**config.mk**
```make
export PLATFORM = sky130hd
export DESIGN_NAME = button_debouncer
export DESIGN_NICKNAME = d
export VERILOG_FILES = /design/src/rtl/button_debouncer.sv
export SDC_FILE = /design/constraint.sdc
export NUM_CORES = 1
export LEC_CHECK = 0
export CAP_MARGIN = 20
export CORE_MARGIN = 2
export CORE_UTILIZATION = 55
export CTS_BUF_LIST = sky130_fd_sc_hd__clkbuf_8
export DETAILED_ROUTE_END_ITERATION = 10
export MAX_ROUTING_LAYER = met4
export PLACE_DENSITY_LB_ADDON = 0.25
export SLEW_MARGIN = 20
export SYNTH_ARGS = -nofsm -noshare
export SYNTH_HDL_FRONTEND = slang
export SYNTH_SLANG_ARGS = --single-unit
```
**constraint.sdc**
```tcl
create_clock -name in_clock -period 2 [get_ports in_clock]
set_input_delay 0.4 -clock in_clock [delete_from_list [all_inputs] [get_ports in_clock]]
set_output_delay 0.4 -clock in_clock [all_outputs]
set_load 0.02 [all_outputs]
```
**src/rtl/button_debouncer.sv**
```systemverilog
`timescale 1ns/1ps
// Debounces a raw asynchronous input. A SYNC_STAGES-deep synchroniser feeds a four-state
// qualification FSM, which commits a new level after DEBOUNCE_CYCLES consecutive samples.
module button_debouncer #(
    parameter int SYNC_STAGES     = 2,
    parameter int DEBOUNCE_CYCLES = 4,
    parameter int CNT_WIDTH       = 16,
    parameter bit RESET_LEVEL     = 1'b0
) (
    input  logic in_clock,
    input  logic in_reset,
    input  logic in_signal,
    output logic out_signal,
    output logic out_busy
);
    typedef enum logic [1:0] {
        STABLE_LOW  = 2'd0,
        PEND_HIGH   = 2'd1,
        STABLE_HIGH = 2'd2,
        PEND_LOW    = 2'd3
    } state_t;

    localparam state_t               RESET_STATE = RESET_LEVEL ? STABLE_HIGH : STABLE_LOW;
    localparam logic [CNT_WIDTH-1:0] CNT_LAST    = CNT_WIDTH'(DEBOUNCE_CYCLES - 1);
    localparam logic [CNT_WIDTH-1:0] CNT_ONE     = CNT_WIDTH'(1);

    logic [SYNC_STAGES-1:0] sync_q;
    logic [SYNC_STAGES-1:0] sync_d;
    logic                   sync_s;
    state_t                 state_q;
    state_t                 state_d;
    logic [CNT_WIDTH-1:0]   cnt_q;
    logic [CNT_WIDTH-1:0]   cnt_d;
    logic                   out_q;
    logic                   out_d;

    // Plain shift chain: bit 0 is the only flop that ever sees the raw pin.
    assign sync_d = {sync_q[SYNC_STAGES-2:0], in_signal};
    assign sync_s = sync_q[SYNC_STAGES-1];

    always_ff @(posedge in_clock or posedge in_reset) begin
        if (in_reset) begin
            sync_q  <= {SYNC_STAGES{RESET_LEVEL}};
            state_q <= RESET_STATE;
            cnt_q   <= '0;
            out_q   <= RESET_LEVEL;
        end else begin
            sync_q  <= sync_d;
            state_q <= state_d;
            cnt_q   <= cnt_d;
            out_q   <= out_d;
        end
    end

    // The counter defaults to zero, so every STABLE state and every rejection clears it.
    always_comb begin
        state_d = state_q;
        cnt_d   = '0;
        out_d   = out_q;
        case (state_q)
            STABLE_LOW: begin
                if (sync_s) begin
                    state_d = PEND_HIGH;
                    cnt_d   = CNT_ONE;
                end
            end
            PEND_HIGH: begin
                if (!sync_s) begin
                    state_d = STABLE_LOW;
                end else if (cnt_q == CNT_LAST) begin
                    state_d = STABLE_HIGH;
                    out_d   = 1'b1;
                end else begin
                    cnt_d = cnt_q + CNT_ONE;
                end
            end
            STABLE_HIGH: begin
                if (!sync_s) begin
                    state_d = PEND_LOW;
                    cnt_d   = CNT_ONE;
                end
            end
            PEND_LOW: begin
                if (sync_s) begin
                    state_d = STABLE_HIGH;
                end else if (cnt_q == CNT_LAST) begin
                    state_d = STABLE_LOW;
                    out_d   = 1'b0;
                end else begin
                    cnt_d = cnt_q + CNT_ONE;
                end
            end
            default: begin
                state_d = RESET_STATE;
            end
        endcase
    end

    always_comb begin
        out_signal = out_q;
        out_busy   = (state_q == PEND_HIGH) || (state_q == PEND_LOW);
    end

endmodule

```
Word-level counts from Yosys, hierarchy flattened
Cells that the tools add are included.

storage, ports and cells
  logic and storage cells = 40
  flip-flop bits (word level) = 21
  input port bits = 3
  output and inout bits = 2

cells by class
  muxes and demuxes = 18
  add/sub/neg operators = 1
  reduce and logical (&&, ||, !) cells = 5
  equal/unequal tests = 12

operator list
  kind                                                                    count
  16-bit case mux with 4 select lines                                     1
  16-bit two-way mux                                                      3
  16-bit by 1-bit adder with 16-bit output, second input constant         1
  16-bit by 2-bit equality test with 1-bit output, second input constant  1
  2-bit two-way mux                                                       6
  2-bit inequality test, second input constant                            6
  2-bit case mux with 4 select lines                                      1
  1-bit two-way mux                                                       6
  3-bit inequality test, second input constant                            2
  5-bit AND reduction                                                     1
  2-bit equality test, second input constant                              2
  4-bit AND reduction                                                     1
  2-bit by 1-bit equality test with 1-bit output, second input constant   1
  2-bit logical NOT                                                       1
  1-bit case mux with 2 select lines                                      1
  2-bit nonzero test                                                      1
  1-bit logical OR                                                        1

Longest topological paths before layout
Gate-level depths: netlist (run 1).

  depth in word-level cells = 4
  mapped depth = 6
  mapped depth without buffers = 5

Worst setup path after synthesis (run 1)
No wires, ideal clock.

  path type = flip-flop to flip-flop
  start = register cnt_q[0]
  end = register cnt_q[14]
  data required time = 1.922 ns
  period minus slack after synthesis = 1.646 ns
  setup slack = 0.354 ns
  stages on the path, launching flop included = 6
  setup time = 0.078 ns
  arrival = 1.568 ns
  buffers on the path = 0
  cell sequence = dfrtp_1 -> ha_1 -> nand3_1 -> or2_0 -> or4_1 -> a21oi_1

between the ends
  longest elaborated chain between the ends = 4
  elaborated cells on any way between the ends = 6
  classes of those cells = add/sub (1); eq/ne (1); mux (4)

ends and longest elaborated chain
  what                                                                                                         RTL line  RTL
  start: declaration                                                                                           32        logic [CNT_WIDTH-1:0] cnt_q;
  start signal: assignment                                                                                     50        cnt_q <= cnt_d;
  16-bit by 1-bit adder with 16-bit output or 16-bit by 2-bit equality test with 1-bit output (tied branches)  --
  16-bit two-way mux *                                                                                         70, 86
  16-bit two-way mux, on equally long branches                                                                 84, 68
  16-bit case mux with 4 select lines *                                                                        60        case (state_q)
  net cnt_d[14]                                                                                                33        logic [CNT_WIDTH-1:0] cnt_d;

The timed path passes the listed nets; every way through them passes the cells marked *.
A chain may end at the register's enable or synchronous reset.

Worst setup path after layout (run 1)
Same ends and word-level chain as after synthesis.

==> results of run 1 <==
[where the power goes]
part	internal [mW]	total [mW]	switching [mW]	leakage (nW)
Sequential	0.473	0.516	0.0427	0.283
Combinational	0.101	0.249	0.147	0.148
Clock	0.136	0.261	0.125	0.0269
[per-stage QoR]
| step | cells | area (um2) |
|---|---|---|
| floorplan | 100 | 1000 |
| global placement | 129 | 1080 |
| detailed placement | 129 | 1080 |
| CTS | 133 | 1130 |
| global route | 133 | 1130 |
| finish | 133 | 1130 |
[cells by family after synthesis]
logic type,share of synthesized area
buf+inv,0.0311
flops,0.523
compound gates,0.0510
xor+xnor,0.113
fa+ha+maj,0.0125
simple gates,0.269
[sequential cells by signal, indices dropped and copies added (netlist names), named ones only]
name        cells
state_q         1
out_signal      1
sync_q          2
cnt_q          16
[placed cells by master, fill, tap and decap left out]
cell	netlist	routed
ha_1	1	1
nand3_1	5	5
or4_1	2	2
nand4_2	1	1
and3_1	2	2
nand4_1	1	1
a2bb2oi_1	1	1
nand3_2	1	1
inv_1	6	7
clkbuf_8	0	3
o21ai_0	1	1
or2_0	1	1
nor2_1	17	17
nand2_1	4	4
nor4_1	4	4
a21oi_1	3	3
or3_1	1	1
o31ai_1	3	3
xnor2_1	11	11
nor3_1	6	6
dfrtp_1	21	21
nand2b_1	2	2
clkdlybuf4s50_1	0	4
nand4_4	1	1
nor4b_1	1	1
buf_4	0	2
xor2_1	2	2
[layer usage]
| layer | wire, um | part of all wire | up-vias | GRT usage |
|---|---|---|---|---|
| met5 | 0 | 0 | - | - |
| met4 | 17 | 0.0096 | 0 | 0.0333 |
| met3 | 41 | 0.023 | 4 | 0.0346 |
| met2 | 873 | 0.49 | 7 | 0.336 |
| met1 | 836 | 0.47 | 361 | 0.259 |
| li1 | - | - | 361 | - |
[final timing paths]
kind,from,to,cells after the start
worst max-delay path,cnt_q[0]$_DFF_PP0_,cnt_q[14]$_DFF_PP0_,5
worst min-delay path,sync_q[0]$_DFF_PP0_,sync_q[1]$_DFF_PP0_,0
worst max register to register,cnt_q[0]$_DFF_PP0_,cnt_q[14]$_DFF_PP0_,5
worst min register to register,sync_q[0]$_DFF_PP0_,sync_q[1]$_DFF_PP0_,0
max in group asynchronous,in_reset,cnt_q[9]$_DFF_PP0_,3
min in group asynchronous,in_reset,sync_q[1]$_DFF_PP0_,3
[critical path: cells and delay by family, from the launching register on]
kind / cells / cell delay, ns
compound gates: 1 / 0.15
fa+ha+maj: 1 / 0.24
flops: 1 / 0.40
simple gates: 3 / 0.96
[layout make-up]
class,instances,area [um2]
Timing Repair Buffer,6,55.1
Clock inverter,1,3.75
Sequential cell,21,526
Clock buffer,3,41.3
Tap cell,25,31.3
Inverter,6,22.5
Fill cell,151,599
Multi-Input combinational cell,71,448
==> flow_summary.yaml, run 1 <==
sta:
  setup_violations: 0
  setup-tns-final_ns: 0
  hold_slack_ns: 0.365
  finalCritPeriodShare: 0.911
  slew_violations: 0
  max_slew_margin: 0.787
  min_period_ns: 1.82
  max_freq_mhz: 549
  grt_setup_unrepaired: "false"
  finalHoldViolCount: 0
  fin_skew_ns: 0.00314
  worst_pin_slew_ns: 0.316
  layout_setup_ws_ns: 0.177
pwr:
  power.density_nw_per_um2: 910
  p_total_mw: 1.03
  irDropWorstVdd_uv: 654
  p_leak_nw: 0.458
placement:
  dp_hpwl_um: 1250
  port_buffers: 4
  dp_slack_ns: 0.200
  gp_congestion: 0.841
route:
  drtAntennaViolNets: 0
  wl_per_cell_um: 13.3
  drcViolationCount: 0
  dr.pass1.iters: 4
  drt_wl_total_um: 1770
  vias: 733
  vias_per_cell: 5.51
  drt_iter0_drc: 22
clocking:
  ctsResizeCount: 0
  insertion_delay_ns: 0.25
  cts.clk_slew.worst_paths_ns: 0.07
  root_buffer: "clkbuf_8"
  clock_sinks: 21
  clockBufferDepth: 2
  ctsHoldBuffers: 0
  cts_made_buffers: 3
  htree_levels: 1
  cts_setup_buffers: 0
  cts_tree: "done"
synthesis:
  async_reset_ff_frac: 1.00
  synthTopCellsByCount: "21 x dfrtp_1, 17 x nor2_1, 11 x xnor2_1, 6 x inv_1, 6 x nor3_1"
  synth.avg_cell_area_um2: 10.0
  yosys_register_bits: 21
  synth_ff_type: "dfrtp_1"
  yosys.cell_count.top_type: "dfrtp_1"
  syn_area_um2: 1000
  syn_inst: 100
  yosysTopAreaCell: "dfrtp_1"
  synth_top_area_share: 0.523
  synthTopCellsByArea: "dfrtp_1 52%, xnor2_1 9.6%, nor2_1 6.4%"
  ys_warn_count: 0
  ys_seq_area_frac: 0.523
  synth_edf_count: 0
  synth_nets: 104
  synth.distinct_cells: 26
job:
  maxCapViolations: 0
cells_and_area:
  drive_gt1_frac: 0.0741
  finalNetCount: 113
  finish.utilization: 0.653
  syn_to_final_growth_pct: 12.2
  diodes: 0
grt:
  grt_start_max_net_pins: 22
  track_usage: 0.200
  grt_overflow: 0
  antenna_found_initial: 0
  grt_pass1_wl_um: 3020
  grt_pass1_vias: 695
critical_path:
  crit_path_max_incr_delay_ns: 0.51
  cp_slowest_cell: "or4_1"
  cp_cell_sequence: "ha_1 > nand3_1 > or2_0 > or4_1 > a21oi_1"
  crit_fanout: 4
  worst_ep_required_time_ns: 2.18
  path_class: "flop to flop"
  worst-r2r-setup-slack_ns: 0.18
  endpoint_kind: "flop"
  cp-start-kind: "flop"
  worstPathArrival_ns: 2.00
hold_path:
  hp-class: "flop to flop"
floorplanning:
  die_w_um: 46.7
  num_rows: 15
  coreArea_um2: 1730
  fp.dieH_um: 46.7
  io_pins: 5
  start_util: 0.582
  die_area_um2: 2180
run_status:
  status: "completed"
Note: power is estimated with default switching activity, not from simulation.
==> inputs of run 2 (changes only) <==
- HOLD_SLACK_MARGIN: default -> 0.05
- REMOVE_ABC_BUFFERS: default -> 1
==> flow_summary.yaml, run 2 (synthesis gave the netlist of run 1 again) <==
hold_path:
  hp-class: "flop to flop"
  hold_depth: 0
  min_from: "sync_q[0]$_DFF_PP0_"
  hold_end: "sync_q[1]$_DFF_PP0_"
grt:
  track_usage: 0.209
  grt_start_max_net_pins: 22
  antenna_found_initial: 0
  grt_overflow: 0
  grt_pass1_vias: 671
  grt_pass1_wl_um: 3010
cells_and_area:
  fin_area_um2: 1130
  largest_register_ffs: 16
  drive_gt1_frac: 0.0826
  largest-register: "cnt_q"
  finish.utilization: 0.657
  syn_to_final_growth_pct: 13.0
  layout_commonest_cell: "dfrtp_1"
  top_regs: "cnt_q x16, sync_q x2"
  finalNetCount: 114
  final_cell_mix: "21 x dfrtp_1, 17 x nor2_1, 11 x xnor2_1, 7 x inv_1, 6 x nor3_1"
  diodes: 0
pwr:
  p_leak_nw: 0.463
  irDropWorstVdd_uv: 496
  power.density_nw_per_um2: 924
floorplanning:
  start_util: 0.582
  die_area_um2: 2180
  fp.dieH_um: 46.7
  num_rows: 15
  io_pins: 5
  coreArea_um2: 1730
  die_w_um: 46.7
placement:
  gp_congestion: 0.873
  dp_hpwl_um: 1250
  port_buffers: 4
  place_area_um2: 1090
sta:
  finalCritPeriodShare: 0.890
  setup-tns-final_ns: 0
  fin_skew_ns: 0.00173
  slew_violations: 0
  min_period_ns: 1.78
  max_slew_margin: 0.796
  grt_setup_unrepaired: "false"
  setup_violations: 0
  finalHoldViolCount: 0
  worst_pin_slew_ns: 0.303
  max_freq_mhz: 562
run_status:
  status: "completed"
clocking:
  root_buffer: "clkbuf_8"
  cts.clk_slew.worst_paths_ns: 0.07
  ctsHoldBuffers: 0
  htree_levels: 1
  cts_made_buffers: 3
  cts_tree: "done"
  clockBufferDepth: 2
  insertion_delay_ns: 0.25
  ctsResizeCount: 0
  cts_setup_buffers: 0
  clock_sinks: 21
route:
  m1WireLength_um: 868
  dr.pass1.iters: 4
  dr_wl_met3_um: 27
  vias_per_cell: 5.28
  wl_met2_um: 827
  wl_per_cell_um: 13.0
  drtAntennaViolNets: 0
  drt_iter0_drc: 18
  drcViolationCount: 0
  vias: 707
  top_layer_used: "met4"
  drt_wl_total_um: 1740
critical_path:
  reg2reg_depth: 5
  path_class: "flop to flop"
  rr_startpoint: "cnt_q[0]$_DFF_PP0_"
  worst_ep_required_time_ns: 2.18
  crit_fanout: 4
  cp-start-kind: "flop"
  worstPathArrival_ns: 1.96
  r2r-end: "cnt_q[14]$_DFF_PP0_"
  endpoint_kind: "flop"
  worst-r2r-setup-slack_ns: 0.22
job:
  maxCapViolations: 0
## run 2: worst max path at each step
stage,startpoint,to,cells past startpoint,slack [ns]
CTS,cnt_q[0]$_DFF_PP0_,cnt_q[14]$_DFF_PP0_,5,0.21
global route,cnt_q[0]$_DFF_PP0_,cnt_q[14]$_DFF_PP0_,5,0.07
floorplan,cnt_q[0]$_DFF_PP0_,cnt_q[14]$_DFF_PP0_,5,0.35
global placement,cnt_q[0]$_DFF_PP0_,cnt_q[14]$_DFF_PP0_,5,0.29
detailed placement,cnt_q[0]$_DFF_PP0_,cnt_q[14]$_DFF_PP0_,5,0.24
finish,cnt_q[0]$_DFF_PP0_,cnt_q[14]$_DFF_PP0_,5,0.22
## run 2: stage by stage
stage | power [mW] | instances | setup WS [ns] | hold WS [ns]
2_1_floorplan | 0.673 | 98 | 0.350 | 0.331
3_3_place_gp | 0.779 | 130 | 0.287 | 0.336
3_5_place_dp | 0.786 | 130 | 0.239 | 0.348
4_1_cts | 1.06 | 134 | 0.207 | 0.366
6_report | 1.05 | 134 | 0.221 | 0.358
5_1_grt | 1.12 | 134 | 0.0702 | 0.373
## run 2: power by group
group	switching [mW]	leakage, nW	internal (mW)	total, mW
logic	0.148	0.153	0.112	0.260
clock network	0.132	0.0269	0.136	0.268
registers	0.0476	0.283	0.473	0.520
## run 2: worst max-delay path, stage by stage, from the launching register on
cell and delay [ns]:
dfrtp_1 0.40, ha_1 0.22, nand3_1 0.16, or2_0 0.27, or4_1 0.50, a21oi_1 0.15
## run 2: layout make-up
class / count / area, um2
fillers: 146 / 592
flip-flops and latches: 21 / 526
multi-input cells: 71 / 448
repair buffers: 7 / 62.6
clock buffers: 3 / 41.3
well taps: 25 / 31.3
inverters: 6 / 22.5
clock inverters: 1 / 3.75
## run 2: routing by layer
metal / track usage / vias up
met5: - / -
met4: 0.0667 / 0
met3: 0.0462 / 2
met2: 0.344 / 5
met1: 0.257 / 338
li1: - / 362
